$ cat src/rtl/data_cache_pkg.sv
// Shared types and constants for the AP data cache controller.
// Holds the FSM state encoding and the DDR address/burst-length constants.
package data_cache_pkg;
  localparam int DEF_DEPTH   = 16;
  localparam int DDR_SHIFT   = 3;
  localparam int IDX_W       = $clog2(DEF_DEPTH);
  localparam int BURST_LEN_W = 10;
  localparam int STAT_W      = 16;

  typedef enum logic [1:0] {
    IDLE,
    LOOKUP,
    WB,
    RF
  } state_t;
endpackage

$ cat src/rtl/data_cache_mem.sv
// Window storage: DEPTH x WIDTH register file, one write port, two async read ports.
// Port a serves AP hits, port b feeds write-back beats; contents are not reset.
module data_cache_mem #(
  parameter int DEPTH = 16,
  parameter int WIDTH = 16,
  localparam int IW = $clog2(DEPTH)
) (
  input  logic             clk,
  input  logic             we,
  input  logic [IW-1:0]    waddr,
  input  logic [WIDTH-1:0] wdata,
  input  logic [IW-1:0]    raddr_a,
  output logic [WIDTH-1:0] rdata_a,
  input  logic [IW-1:0]    raddr_b,
  output logic [WIDTH-1:0] rdata_b
);
  logic [WIDTH-1:0] mem [DEPTH];

  always_ff @(posedge clk) begin
    if (we) mem[waddr] <= wdata;
  end

  assign rdata_a = mem[raddr_a];
  assign rdata_b = mem[raddr_b];
endmodule

$ cat src/rtl/data_cache_ctrl.sv
// AP data cache controller: single-window cache, dirty write-back then refill on a miss.
// Optional hit/miss counters are built when DATA_CACHE_STATS_EN is defined.
module data_cache_ctrl
  import data_cache_pkg::*;
#(
  parameter int DATA_CACHE_DEPTH = 16,
  parameter int DATA_WIDTH       = 16,
  parameter int ADDR_WIDTH_MEM   = 16,
  parameter int DDR_ADDR_WIDTH   = 28
) (
  input  logic                      clk,
  input  logic                      rst,
  input  logic                      req_valid,
  input  logic                      req_we,
  input  logic [ADDR_WIDTH_MEM-1:0] req_addr,
  input  logic [DATA_WIDTH-1:0]     req_wdata,
  output logic                      req_ready,
  output logic                      rsp_valid,
  output logic [DATA_WIDTH-1:0]     rsp_rdata,
  output logic [ADDR_WIDTH_MEM-1:0] tag_data,
  output logic                      rd_burst_req,
  output logic [DDR_ADDR_WIDTH-1:0] rd_burst_addr,
  output logic [BURST_LEN_W-1:0]    rd_burst_len,
  input  logic                      rd_burst_data_valid,
  input  logic [DATA_WIDTH-1:0]     rd_burst_data,
  output logic                      wr_burst_req,
  output logic [DDR_ADDR_WIDTH-1:0] wr_burst_addr,
  output logic [BURST_LEN_W-1:0]    wr_burst_len,
  input  logic                      wr_burst_data_req,
  output logic [DATA_WIDTH-1:0]     wr_burst_data,
  input  logic                      wr_burst_finish
`ifdef DATA_CACHE_STATS_EN
  ,
  output logic [STAT_W-1:0]         hit_cnt,
  output logic [STAT_W-1:0]         miss_cnt
`endif
);
  localparam int IW = $clog2(DATA_CACHE_DEPTH);
  localparam logic [BURST_LEN_W-1:0] LEN      = BURST_LEN_W'(DATA_CACHE_DEPTH);
  localparam logic [IW:0]            DEPTH_C  = (IW+1)'(DATA_CACHE_DEPTH);
  localparam logic [IW-1:0]          LAST_IDX = IW'(DATA_CACHE_DEPTH - 1);

  state_t                    state;
  logic                      valid;
  logic                      dirty;
  logic                      lat_we;
  logic [ADDR_WIDTH_MEM-1:0] lat_addr;
  logic [DATA_WIDTH-1:0]     lat_wdata;
  logic [IW:0]               store_cnt;
  logic [IW-1:0]             rd_cnt;
  logic                      hit;
  logic                      start_rf;
  logic [IW-1:0]             idx;
  logic                      mem_we;
  logic [IW-1:0]             mem_waddr;
  logic [DATA_WIDTH-1:0]     mem_wdata;
  logic [DATA_WIDTH-1:0]     mem_rdata_a;
  logic [DATA_WIDTH-1:0]     mem_rdata_b;

  // One extra bit so a window near the top of memory does not wrap its upper bound.
  assign hit = valid
            && ({1'b0, lat_addr} >= {1'b0, tag_data})
            && ({1'b0, lat_addr} <  ({1'b0, tag_data} + (ADDR_WIDTH_MEM+1)'(DATA_CACHE_DEPTH)));
  assign idx = IW'(lat_addr - tag_data);

  assign start_rf  = (state == LOOKUP && !hit && !(valid && dirty))
                  || (state == WB && wr_burst_finish);
  assign mem_we    = (state == RF) ? rd_burst_data_valid : (state == LOOKUP && hit && lat_we);
  assign mem_waddr = (state == RF) ? rd_cnt : idx;
  assign mem_wdata = (state == RF) ? rd_burst_data : lat_wdata;

  data_cache_mem #(
    .DEPTH (DATA_CACHE_DEPTH),
    .WIDTH (DATA_WIDTH)
  ) u_mem (
    .clk     (clk),
    .we      (mem_we),
    .waddr   (mem_waddr),
    .wdata   (mem_wdata),
    .raddr_a (idx),
    .rdata_a (mem_rdata_a),
    .raddr_b (store_cnt[IW-1:0]),
    .rdata_b (mem_rdata_b)
  );

  always_ff @(posedge clk or negedge rst) begin
    if (!rst) begin
      state         <= IDLE;
      valid         <= 1'b0;
      dirty         <= 1'b0;
      lat_we        <= 1'b0;
      lat_addr      <= '0;
      lat_wdata     <= '0;
      store_cnt     <= '0;
      rd_cnt        <= '0;
      req_ready     <= 1'b0;
      rsp_valid     <= 1'b0;
      rsp_rdata     <= '0;
      tag_data      <= '0;
      rd_burst_req  <= 1'b0;
      rd_burst_addr <= '0;
      rd_burst_len  <= '0;
      wr_burst_req  <= 1'b0;
      wr_burst_addr <= '0;
      wr_burst_len  <= '0;
      wr_burst_data <= '0;
    end else begin
      rsp_valid <= 1'b0;
      req_ready <= 1'b0;
      case (state)
        IDLE: begin
          if (req_valid) begin
            lat_we    <= req_we;
            lat_addr  <= req_addr;
            lat_wdata <= req_wdata;
            state     <= LOOKUP;
          end
        end
        LOOKUP: begin
          if (hit) begin
            req_ready <= 1'b1;
            state     <= IDLE;
            if (lat_we) begin
              dirty <= 1'b1;
            end else begin
              rsp_valid <= 1'b1;
              rsp_rdata <= mem_rdata_a;
            end
          end else if (valid && dirty) begin
            wr_burst_req  <= 1'b1;
            wr_burst_addr <= DDR_ADDR_WIDTH'(tag_data) << DDR_SHIFT;
            wr_burst_len  <= LEN;
            store_cnt     <= '0;
            state         <= WB;
          end
        end
        WB: begin
          if (wr_burst_data_req) begin
            wr_burst_req <= 1'b0;
            if (store_cnt < DEPTH_C) begin
              wr_burst_data <= mem_rdata_b;
              store_cnt     <= store_cnt + 1'b1;
            end
          end
          if (wr_burst_finish) begin
            wr_burst_req <= 1'b0;
            dirty        <= 1'b0;
          end
        end
        RF: begin
          if (rd_burst_data_valid) begin
            rd_burst_req <= 1'b0;
            rd_cnt       <= rd_cnt + 1'b1;
            if (rd_cnt == LAST_IDX) begin
              tag_data <= lat_addr;
              valid    <= 1'b1;
              state    <= LOOKUP;
            end
          end
        end
        default: state <= IDLE;
      endcase
      // Window contents are being replaced, so it stops hitting until the refill completes.
      if (start_rf) begin
        rd_burst_req  <= 1'b1;
        rd_burst_addr <= DDR_ADDR_WIDTH'(lat_addr) << DDR_SHIFT;
        rd_burst_len  <= LEN;
        rd_cnt        <= '0;
        valid         <= 1'b0;
        state         <= RF;
      end
    end
  end

`ifdef DATA_CACHE_STATS_EN
  logic refill_lookup;

  // The LOOKUP that follows a refill replays an already-counted miss.
  always_ff @(posedge clk or negedge rst) begin
    if (!rst) begin
      refill_lookup <= 1'b0;
      hit_cnt       <= '0;
      miss_cnt      <= '0;
    end else begin
      refill_lookup <= (state == RF) && rd_burst_data_valid && (rd_cnt == LAST_IDX);
      if (state == LOOKUP && !refill_lookup) begin
        if (hit) begin
          if (hit_cnt != '1) hit_cnt <= hit_cnt + 1'b1;
        end else begin
          if (miss_cnt != '1) miss_cnt <= miss_cnt + 1'b1;
        end
      end
    end
  end
`endif
endmodule

$ cat config.mk
export PLATFORM = sky130hd
export DESIGN_NAME = data_cache_ctrl
export DESIGN_NICKNAME = d
export VERILOG_FILES = /design/src/rtl/data_cache_pkg.sv /design/src/rtl/data_cache_mem.sv /design/src/rtl/data_cache_ctrl.sv
export SDC_FILE = /design/constraint.sdc
export NUM_CORES = 1
export LEC_CHECK = 0
export BUFFER_PORTS_ARGS = -buffer_cell sky130_fd_sc_hd__buf_2
export CORE_ASPECT_RATIO = 1.5
export CORE_UTILIZATION = 45
export CTS_BUF_LIST = sky130_fd_sc_hd__clkbuf_4 sky130_fd_sc_hd__clkbuf_8 sky130_fd_sc_hd__clkbuf_16
export DETAILED_ROUTE_END_ITERATION = 7
export GPL_TIMING_DRIVEN = 0
export PLACE_DENSITY_LB_ADDON = 0.1
export RECOVER_POWER = 50
export SETUP_SLACK_MARGIN = 0.3
export SLEW_MARGIN = 20
export SYNTH_ARGS = -nofsm -noshare
export SYNTH_HDL_FRONTEND = slang
export SYNTH_SLANG_ARGS = --single-unit
$ cat constraint.sdc
create_clock -name clk -period 4.92 [get_ports clk]
set_clock_uncertainty 0.15 [all_clocks]
set_input_delay 0.738 -clock clk [delete_from_list [all_inputs] [get_ports clk]]
set_output_delay 0.738 -clock clk [all_outputs]
set_load 0.02 [all_outputs]
==> flow_summary.ini, run 1 <==
[die]
floorplan.die.height_um = 250
num_rows = 90
initial_core_util_pct = 45.7
placeableCoreArea_mm2 = 0.0402
die_area_mm2 = 0.0417
floorplan.die.width_um = 167
ioPinCount = 183

[clocking]
insertion_delay_ns = 0.55
clock-root-buffer = sky130_fd_sc_hd__clkbuf_16
cts-buffers-inserted = 39
clock_sinks = 388
cts_max_path_buffers = 3
cts.reportedPaths.clkPinSlew_ns = 0.06
cts_tree = yes
clock_tree.htree_level_count = 2

[timing]
rsz0062_at_grt = no
achievable-frequency_mhz = 223
final_critical_path_setup_slack_ns = 0.440
setup-tns-final_ns = 0
drv_slew = 45
tightest_slew_margin_relative_to_the_limit_pct = -82.6
finalHoldViolations = 0
finalWorstPathRequiredPeriod_ns = 4.48
hold_slack_ns = 0.264
tightest_slew_ns = 2.74
finalSetupViolCount = 0
post-route-period-util_pct = 91.1

[power]
power.share.combinational_pct = 37.5
power.sequential.fraction_pct = 37.2
design_power_total_w = 0.0116
share_clk_of_total_power_pct = 25.3
ir_drop_mv = 0.257
sw_frac_of_total_pct = 35.6
p_int_w = 0.00749
p_switching_w = 0.00414
pwr_density_cell_mw_per_mm2 = 536
static-leakage-power_nw = 8.27

[job]
timing.max_cap.violations = 1

[grt]
largest_net_degree_at_the_start_of_global_routing = 89
grt_pass1_wl_mm = 75.8
antenna_violations_before_repair = 1
groute.usage.overall_pct = 25.3
grt.overflow.total = 0
vias_in_the_first_global_route = 11600

[worst_setup_path]
reg2reg_depth = 14
worst_setup_path_end_kind = register
r2r_setup_slack_ns = 0.44
setup.worst_path.start_class = register
regToRegStartpoint = tag_data[7]
timing.setup.critical_path_class = register to register
reg2reg_to = u_mem.mem[12][1]
crit_fanout = 7
critPathArrivalTime_ns = 4.57
worst-endpoint-required_ns = 5.01

[yosys]
ys_ff_latch = 388
post_synth_top_area_share_pct = 41.8
synth_area_mm2 = 0.0184
synth.most_common_cell = sky130_fd_sc_hd__edfxtp_1
synth_largest_area_cell = sky130_fd_sc_hd__edfxtp_1
synthesis.yosys.warnings = 0
synth.avg_cell_area_um2 = 17.2
synth_area_leaders = sky130_fd_sc_hd__edfxtp_1 (42%), sky130_fd_sc_hd__dfrtp_1 (18%), sky130_fd_sc_hd__mux4_2 (18%), sky130_fd_sc_hd__mux2_2 (5.3%), sky130_fd_sc_hd__mux2_4 (2.4%)
synth-edff-count = 256
synth-seq-area-share_pct = 59.8
synth_cells = 1068
synth_flop_cell = sky130_fd_sc_hd__edfxtp_1
ys_top_cells_by_count = sky130_fd_sc_hd__edfxtp_1 (256), sky130_fd_sc_hd__mux4_2 (144), sky130_fd_sc_hd__dfrtp_1 (132)
synth_cell_types = 56
synth_async_sr_flop_share_pct = 34.0

[route]
drt.antenna.violating_nets = 0
detailroute.via_count = 11100
drt-pass1-iter-count = 5
routed_wire_length_per_instance_um = 27.4
first_iter_violations = 1016
remaining_drc_errors = 0
routed_via_density = 5.88
totalWireLength_mm = 51.6

[layout]
num_antenna_cells = 0
final_core_utilization_pct = 53.9
drive_gt1_share_pct = 37.5
num-nets-final = 1435
fill_cells = 3318
synthToLayoutAreaGrowth_pct = 18.0

[placed_design]
gp_congestion = 0.862
dp_slack_ns = -0.765
hpwlAfterDp_mm = 36.8
port_buffers = 140

[min_path]
launch_instance_of_the_worst_min_delay_path = req_addr[3]
worstHoldPathCells = 2
hold_path.class = input pin to register
hold_end = lat_addr[3]

[run_status]
violations = max-capacitance violations, max-slew violations
outcome = complete, but fails checks
registers in the layout (all words and copies together) (netlist names), 2 cells and up:
| signal | cells |
|---|---|
| lat_addr | 16 |
| lat_wdata | 16 |
| rd_burst_addr | 16 |
| rd_cnt | 4 |
| rsp_rdata | 16 |
| state | 2 |
| store_cnt | 5 |
| tag_data | 16 |
| u_mem.mem | 256 |
| wr_burst_addr | 16 |
| wr_burst_data | 16 |
worst max-delay path: stages (launching register included):
cell and delay (ns):
sky130_fd_sc_hd__dfrtp_1 0.40, sky130_fd_sc_hd__and3_1 0.23, sky130_fd_sc_hd__and2_4 0.19, sky130_fd_sc_hd__and3_4 0.21
sky130_fd_sc_hd__nand4_1 0.11, sky130_fd_sc_hd__xnor2_1 0.15, sky130_fd_sc_hd__ha_1 0.32, sky130_fd_sc_hd__a21oi_1 0.16
sky130_fd_sc_hd__nand2_1 0.08, sky130_fd_sc_hd__a2111oi_2 0.38, sky130_fd_sc_hd__nand3_1 0.19, sky130_fd_sc_hd__a221oi_4 0.42
sky130_fd_sc_hd__a31oi_4 0.23, sky130_fd_sc_hd__nor3_2 0.60, sky130_fd_sc_hd__buf_4 0.32
through the flow:
| step | area (µm²) | cells |
|---|---|---|
| finish | 21700 | 1881 |
| CTS | 21700 | 1873 |
| detailed placement | 20300 | 1795 |
| global route | 21700 | 1881 |
| floorplan | 18500 | 1109 |
| global placement | 19900 | 1755 |
metal layers:
metal / vias up / part of all wire [%] / routed length (µm) / global-route usage [%]
met3: 111 / 6.1 / 3160 / 4.39
met1: 5802 / 36 / 18400 / 29.2
met4: 2 / 4.3 / 2220 / 11.5
met5: - / 0.025 / 13 / 0
li1: 4721 / - / - / -
met2: 424 / 54 / 27800 / 45.7
kinds of logic after synthesis:
logic type | after synthesis | synth area share, %
compound gates | 99 | 3.61
xor+xnor | 14 | 0.667
fa+ha+maj | 33 | 2.29
buf+inv | 124 | 3.59
flops | 388 | 59.8
mux | 278 | 26.3
other cells | 1 | 0.0204
simple gates | 131 | 3.72
cell type report:
type	instances	area (µm²)	area share, %
Tap cell	506	633	2.92
Inverter	22	82.6	0.381
Buffer	102	608	2.80
Multi-Input combinational cell	597	7050	32.5
Clock inverter	19	155	0.715
Timing Repair Buffer	197	1080	5.00
Sequential cell	388	11000	50.7
Clock buffer	50	1080	5.00
timing repair:
item,in CTS,in global routing
setup endpoints to repair,265,76
gates resized for setup,17,9
hold buffers,1,0
pin swaps,10,3
hold endpoints to repair,44,0
setup buffers,8,7
layout by cell type (no fill, tap or decap), drive strengths merged, types with 23 or more instances in the layout:
cell type / netlist / routed
o21ai: 25 / 25
a21oi: 32 / 32
ha: 32 / 32
buf: 63 / 169
clkbuf: 39 / 179
edfxtp: 256 / 256
nand2: 44 / 44
dfrtp: 132 / 132
inv: 22 / 23
mux2: 116 / 116
mux4: 144 / 144
conb: 1 / 42
how the worst max path moves through the flow:
stage | depth (start not counted) | to | startpoint | slack, ns
floorplan | 14 | u_mem.mem[15][0] | tag_data[6] | -0.15
global placement | 14 | u_mem.mem[8][11] | tag_data[6] | -2.64
detailed placement | 16 | u_mem.mem[11][11] | tag_data[6] | -0.76
CTS | 15 | u_mem.mem[7][8] | tag_data[6] | 0.29
global route | 14 | u_mem.mem[12][1] | tag_data[7] | 0.31
finish | 14 | u_mem.mem[12][1] | tag_data[7] | 0.44
power groups by stage:
stage / clock network [W] / logic [W] / registers (W)
final: 0.00294 / 0.00436 / 0.00433
after global routing: 0.00310 / 0.00464 / 0.00438
after CTS: 0.00299 / 0.00439 / 0.00432
after detailed placement: 0 / 0.00430 / 0.00439
after global placement: 0 / 0.00415 / 0.00439
after floorplan: 0 / 0.00265 / 0.00447
Power figures use the tool's default switching activity.
==> inputs of run 2 (changes only) <==
Settings changed: CORE_ASPECT_RATIO 1.5 to default.
==> flow_summary.ini, run 2 (same netlist as run 1, synthesis figures left out) <==
[worst_setup_path]
critical_path.cell_chain = and3_1, and2_2, and3_1, nand4_1, xnor2_1, ha_1, a21oi_1, nand2_1, a2111oi_2, nand3_1, a221oi_4, a31oi_4, buf_4, nor3_4, buf_4
critPathArrivalTime_ns = 4.61
timing.critical_path.slowest_stage_cell = sky130_fd_sc_hd__dfrtp_1
critical_path.n_buffers_inverters = 2
timing.setup.critical_path_class = register to register
regToRegStartpoint = tag_data[6]
setup.worst_path.start_class = register
reg2reg_to = u_mem.mem[14][13]
worst-endpoint-required_ns = 5.03
worst_setup_path_end_kind = register
reg2reg_depth = 15
worst_path_dominant_cell_family = simple AND/OR/NAND/NOR gates
cpPeakStageDelay_ns = 0.51
crit_fanout = 7
r2r_setup_slack_ns = 0.43

[layout]
layout_common_cells = sky130_fd_sc_hd__edfxtp_1 (256), sky130_fd_sc_hd__mux4_2 (144), sky130_fd_sc_hd__dfrtp_1 (132), sky130_fd_sc_hd__clkbuf_1 (124), sky130_fd_sc_hd__buf_4 (87)
largest-register = u_mem.mem
fill_cells = 3236
drive_gt1_share_pct = 37.4
final_core_utilization_pct = 54.6
largest_reg_flops = 256
synthToLayoutAreaGrowth_pct = 18.9
mostFrequentLayoutCell = sky130_fd_sc_hd__edfxtp_1
num-nets-final = 1435

[grt]
largest_net_degree_at_the_start_of_global_routing = 77
groute.usage.overall_pct = 24.1
grt_pass1_wl_mm = 71.8
grt.overflow.total = 0
vias_in_the_first_global_route = 11000
antenna_violations_before_repair = 2

[die]
floorplan.die.height_um = 204
floorplan.die.width_um = 204
ioPinCount = 183
initial_core_util_pct = 45.9
num_rows = 73
placeableCoreArea_mm2 = 0.0400
die_area_mm2 = 0.0417

[timing]
tightest_slew_margin_relative_to_the_limit_pct = -119
drv_slew = 57
finalSetupViolCount = 0
rsz0062_at_grt = yes
finalHoldViolations = 0
post-route-period-util_pct = 91.3
tightest_slew_ns = 3.29
finalWorstPathRequiredPeriod_ns = 4.49
setup-tns-final_ns = 0
achievable-frequency_mhz = 223

[route]
totalWireLength_mm = 48.9
routed_via_density = 5.75
drt.antenna.violating_nets = 0
drt-pass1-iter-count = 5
remaining_drc_errors = 0
routed_wire_length_per_instance_um = 25.6
first_iter_violations = 890
detailroute.via_count = 11000

[clocking]
clock_tree.htree_level_count = 2
cts_tree = yes
insertion_delay_ns = 0.57
cts_max_path_buffers = 3
cts-buffers-inserted = 42
clock-root-buffer = sky130_fd_sc_hd__clkbuf_16
cts.reportedPaths.clkPinSlew_ns = 0.06
clock_sinks = 388

[min_path]
hold_end = lat_wdata[4]
launch_instance_of_the_worst_min_delay_path = req_wdata[4]
worstHoldPathCells = 2
hold_path.class = input pin to register

[run_status]
outcome = complete, but fails checks
violations = max-capacitance violations, max-slew violations

[placed_design]
gp_congestion = 0.799
port_buffers = 140
hpwlAfterDp_mm = 34.4

[power]
ir_drop_mv = 0.265
static-leakage-power_nw = 8.36
pwr_density_cell_mw_per_mm2 = 542

[job]
timing.max_cap.violations = 1
## run 2: per-stage QoR
stage / worst slack, ns / area [µm²] / instances / hold slack, ns / power (W)
finish: 0.428 / 21900 / 1908 / 0.248 / 0.0119
global route: 0.174 / 21900 / 1908 / 0.233 / 0.0124
CTS: 0.336 / 21900 / 1897 / 0.227 / 0.0120
detailed placement: -0.477 / 20300 / 1810 / 0.300 / 0.00861
global placement: -2.50 / 19900 / 1774 / 0.298 / 0.00848
floorplan: -0.152 / 18500 / 1109 / 0.292 / 0.00712
## run 2: power breakdown
| group | total [W] | switching [W] | internal (W) |
|---|---|---|---|
| combinational | 0.00426 | 0.00251 | 0.00175 |
| sequential | 0.00433 | 0.000295 | 0.00404 |
| clock | 0.00326 | 0.00131 | 0.00195 |
| total | 0.0119 | 0.00411 | 0.00774 |
## run 2: timing repair
action,CTS,global route
hold endpoints to repair,56,0
setup buffers,8,9
resized for setup,13,6
pin swaps,11,4
endpoints found under the setup margin,252,177
hold buffers,1,0
## run 2: area by class of cell
type / instances / area, µm² / area share [%]
Buffer: 102 / 594 / 2.72
Clock buffer: 65 / 1320 / 6.02
Timing Repair Buffer: 194 / 1030 / 4.72
Tap cell: 525 / 657 / 3.01
Sequential cell: 388 / 11000 / 50.3
Multi-Input combinational cell: 597 / 7050 / 32.2
Inverter: 22 / 82.6 / 0.378
Antenna cell: 2 / 5.00 / 0.0229
Clock inverter: 13 / 134 / 0.613
## run 2: worst max path at each step
stage,from,end,depth (start not counted)
6_report,tag_data[6],u_mem.mem[14][13],15
5_1_grt,tag_data[6],u_mem.mem[13][9],14
4_1_cts,tag_data[6],u_mem.mem[2][13],15
3_5_place_dp,tag_data[6],u_mem.mem[11][13],15
3_3_place_gp,tag_data[6],u_mem.mem[11][13],14
2_1_floorplan,tag_data[6],u_mem.mem[15][0],14
## run 2: worst reg2reg max path, stage by stage, from the launching register on
cell and delay (ns):
sky130_fd_sc_hd__dfrtp_1 0.51, sky130_fd_sc_hd__and3_1 0.22, sky130_fd_sc_hd__and2_2 0.20, sky130_fd_sc_hd__and3_1 0.24
sky130_fd_sc_hd__nand4_1 0.13, sky130_fd_sc_hd__xnor2_1 0.15, sky130_fd_sc_hd__ha_1 0.31, sky130_fd_sc_hd__a21oi_1 0.14
sky130_fd_sc_hd__nand2_1 0.09, sky130_fd_sc_hd__a2111oi_2 0.39, sky130_fd_sc_hd__nand3_1 0.18, sky130_fd_sc_hd__a221oi_4 0.36
sky130_fd_sc_hd__a31oi_4 0.21, sky130_fd_sc_hd__buf_4 0.19, sky130_fd_sc_hd__nor3_4 0.42, sky130_fd_sc_hd__buf_4 0.29
## run 2: layer usage
metal,track usage (%),vias up,share of wire (%),wire [µm]
met5,0,-,0,0
met3,4.42,81,7.1,3450
li1,-,4746,-,-
met4,7.44,0,2.6,1260
met1,34.1,5714,43,21000
met2,37.9,429,48,23300
==> inputs of run 3 (changes only) <==
Settings changed: CORE_UTILIZATION 45 to 29.
==> flow_summary.ini, run 3 (same netlist as run 1, synthesis figures left out) <==
[die]
placeableCoreArea_mm2 = 0.0622
ioPinCount = 183
die_area_mm2 = 0.0644
floorplan.die.width_um = 254
floorplan.die.height_um = 254
initial_core_util_pct = 29.6
num_rows = 91

[placed_design]
detailed_place.area_mm2 = 0.0207
hpwlAfterDp_mm = 39.0
port_buffers = 140
gp_congestion = 0.758

[layout]
synthToLayoutAreaGrowth_pct = 22.7
final_core_utilization_pct = 36.3
mostFrequentLayoutCell = sky130_fd_sc_hd__edfxtp_1
stdcell_area_mm2 = 0.0226
num_antenna_cells = 0
drive_gt1_share_pct = 38.9
largest-register = u_mem.mem
sequential_cell_area_mm2 = 0.0110
layout_common_cells = sky130_fd_sc_hd__edfxtp_1 (256), sky130_fd_sc_hd__mux4_2 (144), sky130_fd_sc_hd__dfrtp_1 (132), sky130_fd_sc_hd__clkbuf_1 (120), sky130_fd_sc_hd__buf_4 (100)
num-nets-final = 1453
fill_cells = 5959
combined_area_of_the_multi_input_logic_cells_mm2 = 0.00705
largest_reg_flops = 256

[grt]
largest_net_degree_at_the_start_of_global_routing = 82
grt.overflow.total = 0
antenna_violations_before_repair = 0
vias_in_the_first_global_route = 11400
grt_pass1_wl_mm = 79.6
groute.usage.overall_pct = 17.3

[timing]
drv_slew = 52
hold_slack_ns = 0.235
post-route-period-util_pct = 91.5
finalWorstPathRequiredPeriod_ns = 4.50
setup-tns-final_ns = 0
finalSetupViolCount = 0
achievable-frequency_mhz = 222
finalHoldViolations = 0
tightest_slew_margin_relative_to_the_limit_pct = -115
rsz0062_at_grt = yes
tightest_slew_ns = 3.23

[run_status]
violations = max-capacitance violations, max-slew violations
outcome = complete, but fails checks

[route]
met3_length_mm = 2.62
first_iter_violations = 757
met2_length_mm = 26.7
routed_wire_length_per_instance_um = 24.3
drt-pass1-iter-count = 4
totalWireLength_mm = 54.5
met1Wirelength_mm = 24.0
max_used_layer = met4
routed_via_density = 4.85
drt.antenna.violating_nets = 0
remaining_drc_errors = 0
detailroute.via_count = 10900

[clocking]
clock_sinks = 388
cts-buffers-inserted = 47
insertion_delay_ns = 0.59
cts_tree = yes
clock-root-buffer = sky130_fd_sc_hd__clkbuf_16
cts.reportedPaths.clkPinSlew_ns = 0.06
cts_max_path_buffers = 3
clock_tree.htree_level_count = 2

[worst_setup_path]
cpPeakStageDelay_ns = 0.50
worst-endpoint-required_ns = 5.05
critical_path.cell_chain = and3_1, and2_1, and3_1, nand4_1, xnor2_1, ha_1, a21oi_1, nand2_1, a2111oi_2, nand3_1, a221oi_4, a31oi_4, nor3_2, buf_4, buf_4
setup.worst_path.start_class = register
crit_fanout = 7
timing.critical_path.slowest_stage_cell = sky130_fd_sc_hd__dfrtp_1
worst_setup_path_end_kind = register
worst_path_dominant_cell_family = simple AND/OR/NAND/NOR gates
critical_path.n_buffers_inverters = 2
timing.setup.critical_path_class = register to register
critPathArrivalTime_ns = 4.64

[power]
pwr_density_cell_mw_per_mm2 = 549
ir_drop_mv = 0.223
static-leakage-power_nw = 8.54

[job]
timing.max_cap.violations = 2

[min_path]
hold_path.class = input pin to register
==> run 3: final timing paths <==
kind	end	depth (start not counted)	slack, ns	startpoint
max	u_mem.mem[13][1]	15	0.42	tag_data[6]
min	lat_wdata[3]	2	0.23	req_wdata[3]
max reg2reg	u_mem.mem[13][1]	15	0.42	tag_data[6]
min reg2reg	rd_burst_len[4]	1	0.32	rd_burst_len[4]
max in group asynchronous	rsp_rdata[1]	2	1.13	rst
min in group asynchronous	wr_burst_addr[12]	2	1.64	rst
==> run 3: per-stage QoR <==
step	instances	power, W	setup slack (ns)
floorplan	1109	0.00712	-0.152
global placement	2086	0.00872	-2.65
detailed placement	2124	0.00880	-0.601
CTS	2233	0.0126	0.300
global route	2239	0.0131	0.140
finish	2239	0.0124	0.419
==> run 3: layout make-up <==
type	count	area share, %
inverters	22	0.366
clock inverters	20	1.10
well taps	837	4.64
flip-flops and latches	388	48.7
clock buffers	66	6.12
plain buffers	102	2.65
multi-input cells	597	31.3
repair buffers	207	5.17
==> run 3: metal layers <==
layer | vias up | GRT usage (%)
met5 | - | 0
met4 | 0 | 5.22
met3 | 75 | 2.86
met2 | 302 | 29.0
met1 | 5708 | 23.0
li1 | 4775 | -
==> run 3: what timing repair did <==
item                                   CTS  global route
pin swaps                               13             2
endpoints found under the hold margin   51             0
buffers inserted                        22             5
resized for setup                       14            12
setup endpoints to repair              265           184
hold buffers                             1             0
==> run 3: power breakdown <==
| group | internal (W) | switching, W | total [W] | leakage (nW) |
|---|---|---|---|---|
| Clock | 0.00222 | 0.00141 | 0.00363 | 0.808 |
| Sequential | 0.00404 | 0.000293 | 0.00433 | 4.00 |
| Combinational | 0.00179 | 0.00264 | 0.00443 | 3.73 |
